==> config.mk <==
export PLATFORM = sky130hd
export DESIGN_NAME = decimal_entry_peripheral
export DESIGN_NICKNAME = d
export VERILOG_FILES = /design/src/rtl/decimal_entry_peripheral.sv
export SDC_FILE = /design/constraint.sdc
export NUM_CORES = 1
export LEC_CHECK = 0
export ABC_AREA = 1
export CAP_MARGIN = 15
export CELL_PAD_IN_SITES_DETAIL_PLACEMENT = 0
export CELL_PAD_IN_SITES_GLOBAL_PLACEMENT = 2
export CORE_MARGIN = 2
export CORE_UTILIZATION = 35
export DETAILED_ROUTE_END_ITERATION = 16
export PLACE_DENSITY = 0.84
export SLEW_MARGIN = 20
export SYNTH_ARGS = -nofsm -noshare
export SYNTH_HDL_FRONTEND = slang
export SYNTH_SLANG_ARGS = --single-unit
==> constraint.sdc <==
create_clock -name clk -period 4 [get_ports clk]
set_input_delay 0.8 -clock clk [delete_from_list [all_inputs] [get_ports clk]]
set_output_delay 0.8 -clock clk [all_outputs]
set_load 0.01 [all_outputs]
==> src/rtl/decimal_entry_peripheral.sv <==
// Decimal key-entry peripheral: debounced pushbuttons build a signed 32-bit value handed to the CPU via valid/ack.
// Optional live view of the entry in progress is enabled with `define LIVE_VIEW_EN.
module decimal_entry_peripheral #(
  parameter int DEBOUNCE_CYCLES = 500000,
  parameter int MAX_DIGITS      = 10
) (
  input  logic        clk,
  input  logic        reset,
  input  logic [3:0]  digit_sw,
  input  logic        key_digit_n,
  input  logic        key_sign_n,
  input  logic        key_enter_n,
  input  logic        key_clear_n,
  input  logic        rd_ack,
  output logic [31:0] dout,
  output logic        valid,
  output logic        overflow,
  output logic [3:0]  digit_count
`ifdef LIVE_VIEW_EN
  ,
  output logic [31:0] live_value
`endif
);

  localparam int CW = $clog2(DEBOUNCE_CYCLES);
  localparam int NK = 4;
  localparam logic [CW-1:0] CNT_LAST = CW'(DEBOUNCE_CYCLES - 1);
  localparam logic [3:0] MAX_CNT = 4'(MAX_DIGITS);

  typedef enum logic {S_IDLE = 1'b0, S_CALC = 1'b1} state_t;

  logic [NK-1:0] key_raw_n;
  logic [NK-1:0] key_evt;

  assign key_raw_n = {key_clear_n, key_enter_n, key_sign_n, key_digit_n};

  generate
    for (genvar gi = 0; gi < NK; gi++) begin : g_key
      logic          sync1_q, sync2_q;
      logic          stable_q, stable_d;
      logic          evt_q, evt_d;
      logic [CW-1:0] cnt_q, cnt_d;

      // Counter only runs while the synced level disagrees with the accepted one.
      always_comb begin
        stable_d = stable_q;
        cnt_d    = '0;
        if (sync2_q != stable_q) begin
          if (cnt_q == CNT_LAST) stable_d = sync2_q;
          else                   cnt_d    = cnt_q + 1'b1;
        end
        evt_d = stable_q & ~stable_d;
      end

      always_ff @(posedge clk) begin
        if (reset) begin
          sync1_q  <= 1'b1;
          sync2_q  <= 1'b1;
          stable_q <= 1'b1;
          cnt_q    <= '0;
          evt_q    <= 1'b0;
        end else begin
          sync1_q  <= key_raw_n[gi];
          sync2_q  <= sync1_q;
          stable_q <= stable_d;
          cnt_q    <= cnt_d;
          evt_q    <= evt_d;
        end
      end

      assign key_evt[gi] = evt_q;
    end
  endgenerate

  logic ev_clear, ev_enter, ev_sign, ev_digit;
  assign ev_clear = key_evt[3];
  assign ev_enter = key_evt[2] & ~key_evt[3];
  assign ev_sign  = key_evt[1] & ~key_evt[2] & ~key_evt[3];
  assign ev_digit = key_evt[0] & ~key_evt[1] & ~key_evt[2] & ~key_evt[3];

  state_t      state_q, state_d;
  logic [31:0] mag_q, mag_d;
  logic        neg_q, neg_d;
  logic [3:0]  count_q, count_d;
  logic        ovf_q, ovf_d;
  logic [3:0]  digit_q, digit_d;
  logic [31:0] dout_q, dout_d;
  logic        valid_q, valid_d;
  logic        pend_q, pend_d;
  logic [35:0] cand;
  logic [35:0] limit;
  logic [31:0] signed_val;

  assign cand       = ({4'b0, mag_q} << 3) + ({4'b0, mag_q} << 1) + {32'b0, digit_q};
  assign limit      = neg_q ? 36'd2147483648 : 36'd2147483647;
  assign signed_val = neg_q ? (~mag_q + 32'd1) : mag_q;

  always_comb begin
    state_d = state_q;
    mag_d   = mag_q;
    neg_d   = neg_q;
    count_d = count_q;
    ovf_d   = ovf_q;
    digit_d = digit_q;
    dout_d  = dout_q;
    pend_d  = 1'b0;
    valid_d = valid_q & ~rd_ack;
    case (state_q)
      S_IDLE: begin
        if (ev_clear) begin
          mag_d   = '0;
          neg_d   = 1'b0;
          count_d = '0;
          ovf_d   = 1'b0;
        end else if (ev_enter || pend_q) begin
          dout_d  = signed_val;
          valid_d = 1'b1;
          mag_d   = '0;
          neg_d   = 1'b0;
          count_d = '0;
          ovf_d   = 1'b0;
        end else if (ev_sign) begin
          neg_d = ~neg_q;
        end else if (ev_digit && (digit_sw <= 4'd9) && (count_q < MAX_CNT)) begin
          digit_d = digit_sw;
          state_d = S_CALC;
        end
      end
      default: begin
        state_d = S_IDLE;
        if (ev_clear) begin
          mag_d   = '0;
          neg_d   = 1'b0;
          count_d = '0;
          ovf_d   = 1'b0;
        end else begin
          if (cand > limit) begin
            ovf_d = 1'b1;
          end else begin
            mag_d   = cand[31:0];
            count_d = count_q + 1'b1;
            ovf_d   = 1'b0;
          end
          // An enter landing here commits next cycle so this digit is included.
          pend_d = ev_enter;
          if (ev_sign) neg_d = ~neg_q;
        end
      end
    endcase
  end

  always_ff @(posedge clk) begin
    if (reset) begin
      state_q <= S_IDLE;
      mag_q   <= '0;
      neg_q   <= 1'b0;
      count_q <= '0;
      ovf_q   <= 1'b0;
      digit_q <= '0;
      dout_q  <= '0;
      valid_q <= 1'b0;
      pend_q  <= 1'b0;
    end else begin
      state_q <= state_d;
      mag_q   <= mag_d;
      neg_q   <= neg_d;
      count_q <= count_d;
      ovf_q   <= ovf_d;
      digit_q <= digit_d;
      dout_q  <= dout_d;
      valid_q <= valid_d;
      pend_q  <= pend_d;
    end
  end

  assign dout        = dout_q;
  assign valid       = valid_q;
  assign overflow    = ovf_q;
  assign digit_count = count_q;

`ifdef LIVE_VIEW_EN
  logic [31:0] live_q, live_d;
  assign live_d = signed_val;

  always_ff @(posedge clk) begin
    if (reset) live_q <= '0;
    else       live_q <= live_d;
  end

  assign live_value = live_q;
`endif

endmodule

# After elaboration in Yosys (flattened, before gate mapping)

Cells that the tools add are included.

Register bits: 169

Add/subtract/negate cells: 8
Magnitude comparators: 3
Equal/unequal tests: 9
Multiplexer cells: 34
Bitwise gates (word level): 28
Reduce and logical (&&, ||, !) cells: 13

Operators by type and width:

| cell                    | count |
|---|---|
| $mux W32                | 7 |
| $add A19 B1 Y19 const B | 4 |
| $eq A19 B19 Y1 const B  | 4 |
| $add A35 B33 Y36        | 1 |
| $add A36 B4 Y36         | 1 |
| $gt A36 B32 Y1          | 1 |
| $add A32 B1 Y32 const B | 1 |
| $not A32 Y32            | 1 |
| $mux W1                 | 22 |
| $mux W4                 | 5 |
| $not A1 Y1              | 16 |
| $reduce_or A3 Y1        | 5 |
| $and A1 B1 Y1           | 11 |
| $reduce_and A5 Y1       | 1 |
| $reduce_or A5 Y1        | 1 |
| $add A4 B1 Y4 const B   | 1 |
| $le A4 B4 Y1 const B    | 1 |
| $lt A4 B4 Y1 const B    | 1 |
| $ne A1 B1 Y1            | 4 |
| $ne A3 B3 Y1 const B    | 1 |
| $reduce_and A3 Y1       | 1 |
| $reduce_bool A3 Y1      | 1 |
| $logic_and A1 B1 Y1     | 2 |
| $reduce_and A2 Y1       | 1 |
| $logic_or A1 B1 Y1      | 1 |

# Depth between registers and ports, before layout

Depth in word-level cells: 7
Depth in mapped cells: 30
Depth with buffers taken out: 29

# Worst setup path before layout

OpenSTA, ideal clock, no wires.

Path type: reg2reg
Start point: register mag_q[0]
End point: register mag_q[3]
Arrival: 3.491 ns
Data required time: 3.863 ns
Setup slack: 0.372 ns
Stages on the path, launching flop included: 27
Buffers on the path: 2
Clock period less this slack: 3.628 ns
Cells stage by stage: dfxtp_1 -> fa_1 -> fa_1 -> nand2_1 -> nand2_1 -> nand3_1 -> nand2_2 -> a31o_2 -> xor2_1 -> ha_1 -> nand2_1 -> nor2_1 -> nand2_1 -> nor2_1 -> nand2_1 -> nand3_1 -> nand2_1 -> nand2_1 -> nand2_1 -> nand2_1 -> nand2_1 -> nand2_1 -> nand2_2 -> buf_12 -> buf_12 -> nand3_2 -> a21oi_2

Word-level cells in the longest chain between the ends: 5
Elaborated cells on any way between the ends: 8
Classes of those cells: add/sub (2); order compare (1); eq/ne (1); mux (3); reduce/logical (1)

Ends and longest elaborated chain:

| element                                                        | line | text |
|---|---|---|
| start: declaration                                             | 82   | `logic [31:0] mag_q, mag_d;` |
| start signal: assignment                                       | 165  | `mag_q <= mag_d;` |
| $add A35 B33 Y36 *                                             | 94   | `assign cand = ({4'b0, mag_q} << 3) + ({4'b0, mag_q} << 1) + {32'b0, digit_q};` |
| $add A36 B4 Y36 *                                              | 94   |  |
| $gt A36 B32 Y1 / $mux W32 (equally long branches)              | 137  | `if (cand > limit) begin` |
| $ne A3 B3 Y1 (no line) / $mux W32 (equally long branches)      | -    |  |
| $reduce_and A2 Y1 (no line) / $mux W32 (equally long branches) | -    |  |

Mark *: on every way between the ends. The rest lies on a longest branch, timed or not. The select of a mux whose other input is x is not followed.
A chain may end at the register's enable or synchronous reset.

# Worst setup path after layout

Same ends and word-level chain as after synthesis.

==> results_dict.tcl <==
set metrics [dict create \
    period_needed_ns 3.85 \
    layout_common_cells "309 x nand2_1, 199 x inv_1, 158 x dfxtp_1" \
    p_int_uw 2680 \
    ys_types 51 \
    fin_ws_ns 0.147 \
    fp-row-count 65 \
    switchingPower_uw 733 \
    cp.arrival_ns 4.21 \
    r2r_start "mag_q[0]$_SDFFE_PP0P_" \
    final_common_cell "nand2_1" \
    async_flop_share 0 \
    die_y_microns 183 \
    grt_pass1_wl_microns 48100 \
    ys_ff_latch 169 \
    r2r-end "mag_q[3]$_SDFFE_PP0P_" \
    ys_seq_area_frac 0.303 \
    end_kind "register" \
    reg2reg_slack_ns 0.15 \
    grt_use_total 0.178 \
    pwr-share-comb 0.014 \
    area_growth_pct 22.7 \
    drive_above_1_share 0.196 \
    cts_root_buffer "clkbuf_16" \
    antennaDiodeCount 0 \
    finalNetCount 1799 \
    holdCritStartpoint "g_key[1].sync1_q$_SDFF_PP1_" \
    synth_edf_count 0 \
    status "finished, final reports clean" \
    hp-class "register to register" \
    p_sw_frac 0.215 \
    syn_inst 1559 \
    dr.max_layer_used "met4" \
    min_to "g_key[1].sync2_q$_SDFF_PP1_" \
    finalSetupViolations 0 \
    required_ns 4.36 \
    hold_violations 0 \
    syn_area_sq_um 11200 \
    drc 0 \
    place_congestion 0.822 \
    clk_latency_ns 0.43 \
    tritoncts "done" \
    htreeDepth 4 \
    viasPerCell 4.77 \
    p_seq_frac 0.495 \
    yosys_most_used_dff "dfxtp_1" \
    io_buffers 48 \
    report.final.slew_viol_count 0 \
    drt-total-wl_microns 29200 \
    crit_fanout 8 \
    wl_met2_microns 13000 \
    p_clk_frac 0.491 \
    critPathLaunchType "register" \
    cpMostUsedCell "nand2_1" \
    drt_first_iter_violations 372 \
    grt_max_degree 61 \
    vias 10022 \
    clkTransAtPathRegs_ns 0.06 \
    wl_met1_microns 15400 \
    cap_violations 0 \
    p_leak_uw 0.00620 \
    ys_warn_count 0 \
    avgSynthCellArea_sq_um 7.16 \
    grt_pass1_vias 9650 \
    core_sq_um 31500 \
    synth_top_area_frac 0.303 \
    n_fill_cell 3215 \
    hold_path_depth 1 \
    antenna_found_initial 0 \
    gr-total-overflow 0 \
    period_share 0.963 \
    rr_worst_depth 28 \
    dr.pass1.iters 5 \
    p_total_uw 3410 \
    synthTopCellsByArea "dfxtp_1 30%, nand2_1 12%, ha_1 11%, inv_1 6.7%, nor2_1 5.5%" \
    cts_buffer_depth 2 \
    place_ws_ns -0.00446 \
    wire_per_inst_microns 13.9 \
    relSlewSlack 0.308 \
    cp_slowest_cell "fa_2" \
    tightest_slew_ns 1.04 \
    fin_util 0.435 \
    dr_wl_met3_microns 549 \
    postRouteAntennaNets 0 \
    dieArea_sq_um 33300 \
    numCtsBuffers 17 \
    fmax_mhz 260 \
    synth_top_cell_by_area "dfxtp_1" \
    die_w_microns 183 \
    timing.critical_path.from "mag_q[0]$_SDFFE_PP0P_" \
    ir_drop_mv 0.306 \
    powerDensity_nw_per_um2 250 \
    clock_sinks 169 \
    worstSetupPathType "register to register" \
    syn_nets 1673 \
    slowest_delay_ns 0.51 \
    initial_utilization 0.354 \
    io_pins 49 \
    rsz0062_at_grt "yes" \
    clock_skew_ns 0.00758 \
    dp_hpwl_microns 22700 \
]
area by class of cell:
| type | count | area, sq um | area share |
|---|---|---|---|
| multi-input combinational | 1145 | 7100 | 0.519 |
| sequential | 169 | 3400 | 0.248 |
| clock buffer | 19 | 433 | 0.0316 |
| timing repair buffer | 141 | 1300 | 0.0953 |
| tap | 402 | 503 | 0.0368 |
| inverter | 211 | 792 | 0.0579 |
| clock inverter | 12 | 151 | 0.0111 |
power groups by stage:
| stage | clock, uW | sequential, uW | combinational (uW) |
|---|---|---|---|
| global route | 1780 | 1690 | 54.8 |
| finish | 1680 | 1690 | 48.9 |
| CTS | 1720 | 1690 | 49.9 |
| detailed placement | 0 | 1730 | 49.7 |
| floorplan | 0 | 1730 | 33.4 |
| global placement | 0 | 1730 | 49.8 |
cell usage after synthesis, types with 30 or more instances:
master and instances:
ha_1 101, dfxtp_1 169, a21oi_1 105, a21oi_2 31, xor2_1 51, o21ai_0 62
nand3_2 30, nand2_1 344, nor3_1 34, inv_1 200, nor2_1 164, nand3_1 60
what timing repair did:
action	in CTS	in global routing
pin swaps	3	34
buffers inserted	1	3
hold buffers	0	0
cloned	0	6
resized for setup	5	106
endpoints found under the setup margin	36	37
state kept, by name, summed over array words and instances (netlist names), 3 cells and up:
| signal | count |
|---|---|
| g_key.sync1_q | 4 |
| mag_q | 32 |
| digit_q | 4 |
| dout | 32 |
| g_key.evt_q | 3 |
| g_key.cnt_q | 76 |
| digit_count | 4 |
| g_key.sync2_q | 4 |
| g_key.stable_q | 4 |
worst max-delay path: cells and delay by family (launching register included):
family / cells / cell delay (ns)
fa+ha+maj: 3 / 1.14
buf+inv: 3 / 0.39
simple gates: 19 / 1.47
compound gates: 2 / 0.28
xor+xnor: 1 / 0.15
flops: 1 / 0.33
metal layers:
layer | global-route usage | vias up
met5 | 0 | -
met4 | 0.0439 | 0
met3 | 0.0202 | 23
met2 | 0.279 | 83
met1 | 0.258 | 4573
li1 | - | 5343
logic make-up (layout without fill, tap and decap cells):
family | count (synthesis) | count (layout) | synth area share
DFF | 169 | 169 | 0.303
AOI/OAI and AO/OA | 232 | 232 | 0.122
adders and majority gates | 103 | 103 | 0.117
and+or+nand+nor | 741 | 741 | 0.307
xor gates and xnor gates | 69 | 69 | 0.0542
buffers and inverters | 245 | 383 | 0.0970
through the flow:
| step | TNS, ns | instance area (sq um) | hold slack, ns | std cells |
|---|---|---|---|---|
| 2_1_floorplan | 0 | 11200 | 0.389 | 1559 |
| 3_3_place_gp | 0 | 12500 | 0.392 | 2058 |
| 3_5_place_dp | -0.00559 | 12500 | 0.393 | 2058 |
| 4_1_cts | 0 | 13100 | 0.407 | 2090 |
| 5_1_grt | -5.48 | 13700 | 0.428 | 2099 |
| 6_report | 0 | 13700 | 0.409 | 2099 |
worst max path at each step:
stage	end	slack (ns)	cells after the start
floorplan	mag_q[3]$_SDFFE_PP0P_	0.37	26
global placement	digit_count[0]$_SDFFE_PP0P_	0.003	29
detailed placement	mag_q[27]$_SDFFE_PP0P_	-0.004	22
CTS	digit_count[0]$_SDFFE_PP0P_	0.05	26
global route	mag_q[8]$_SDFFE_PP0P_	-0.17	28
finish	mag_q[3]$_SDFFE_PP0P_	0.15	28
Power figures use the tool's default switching activity.
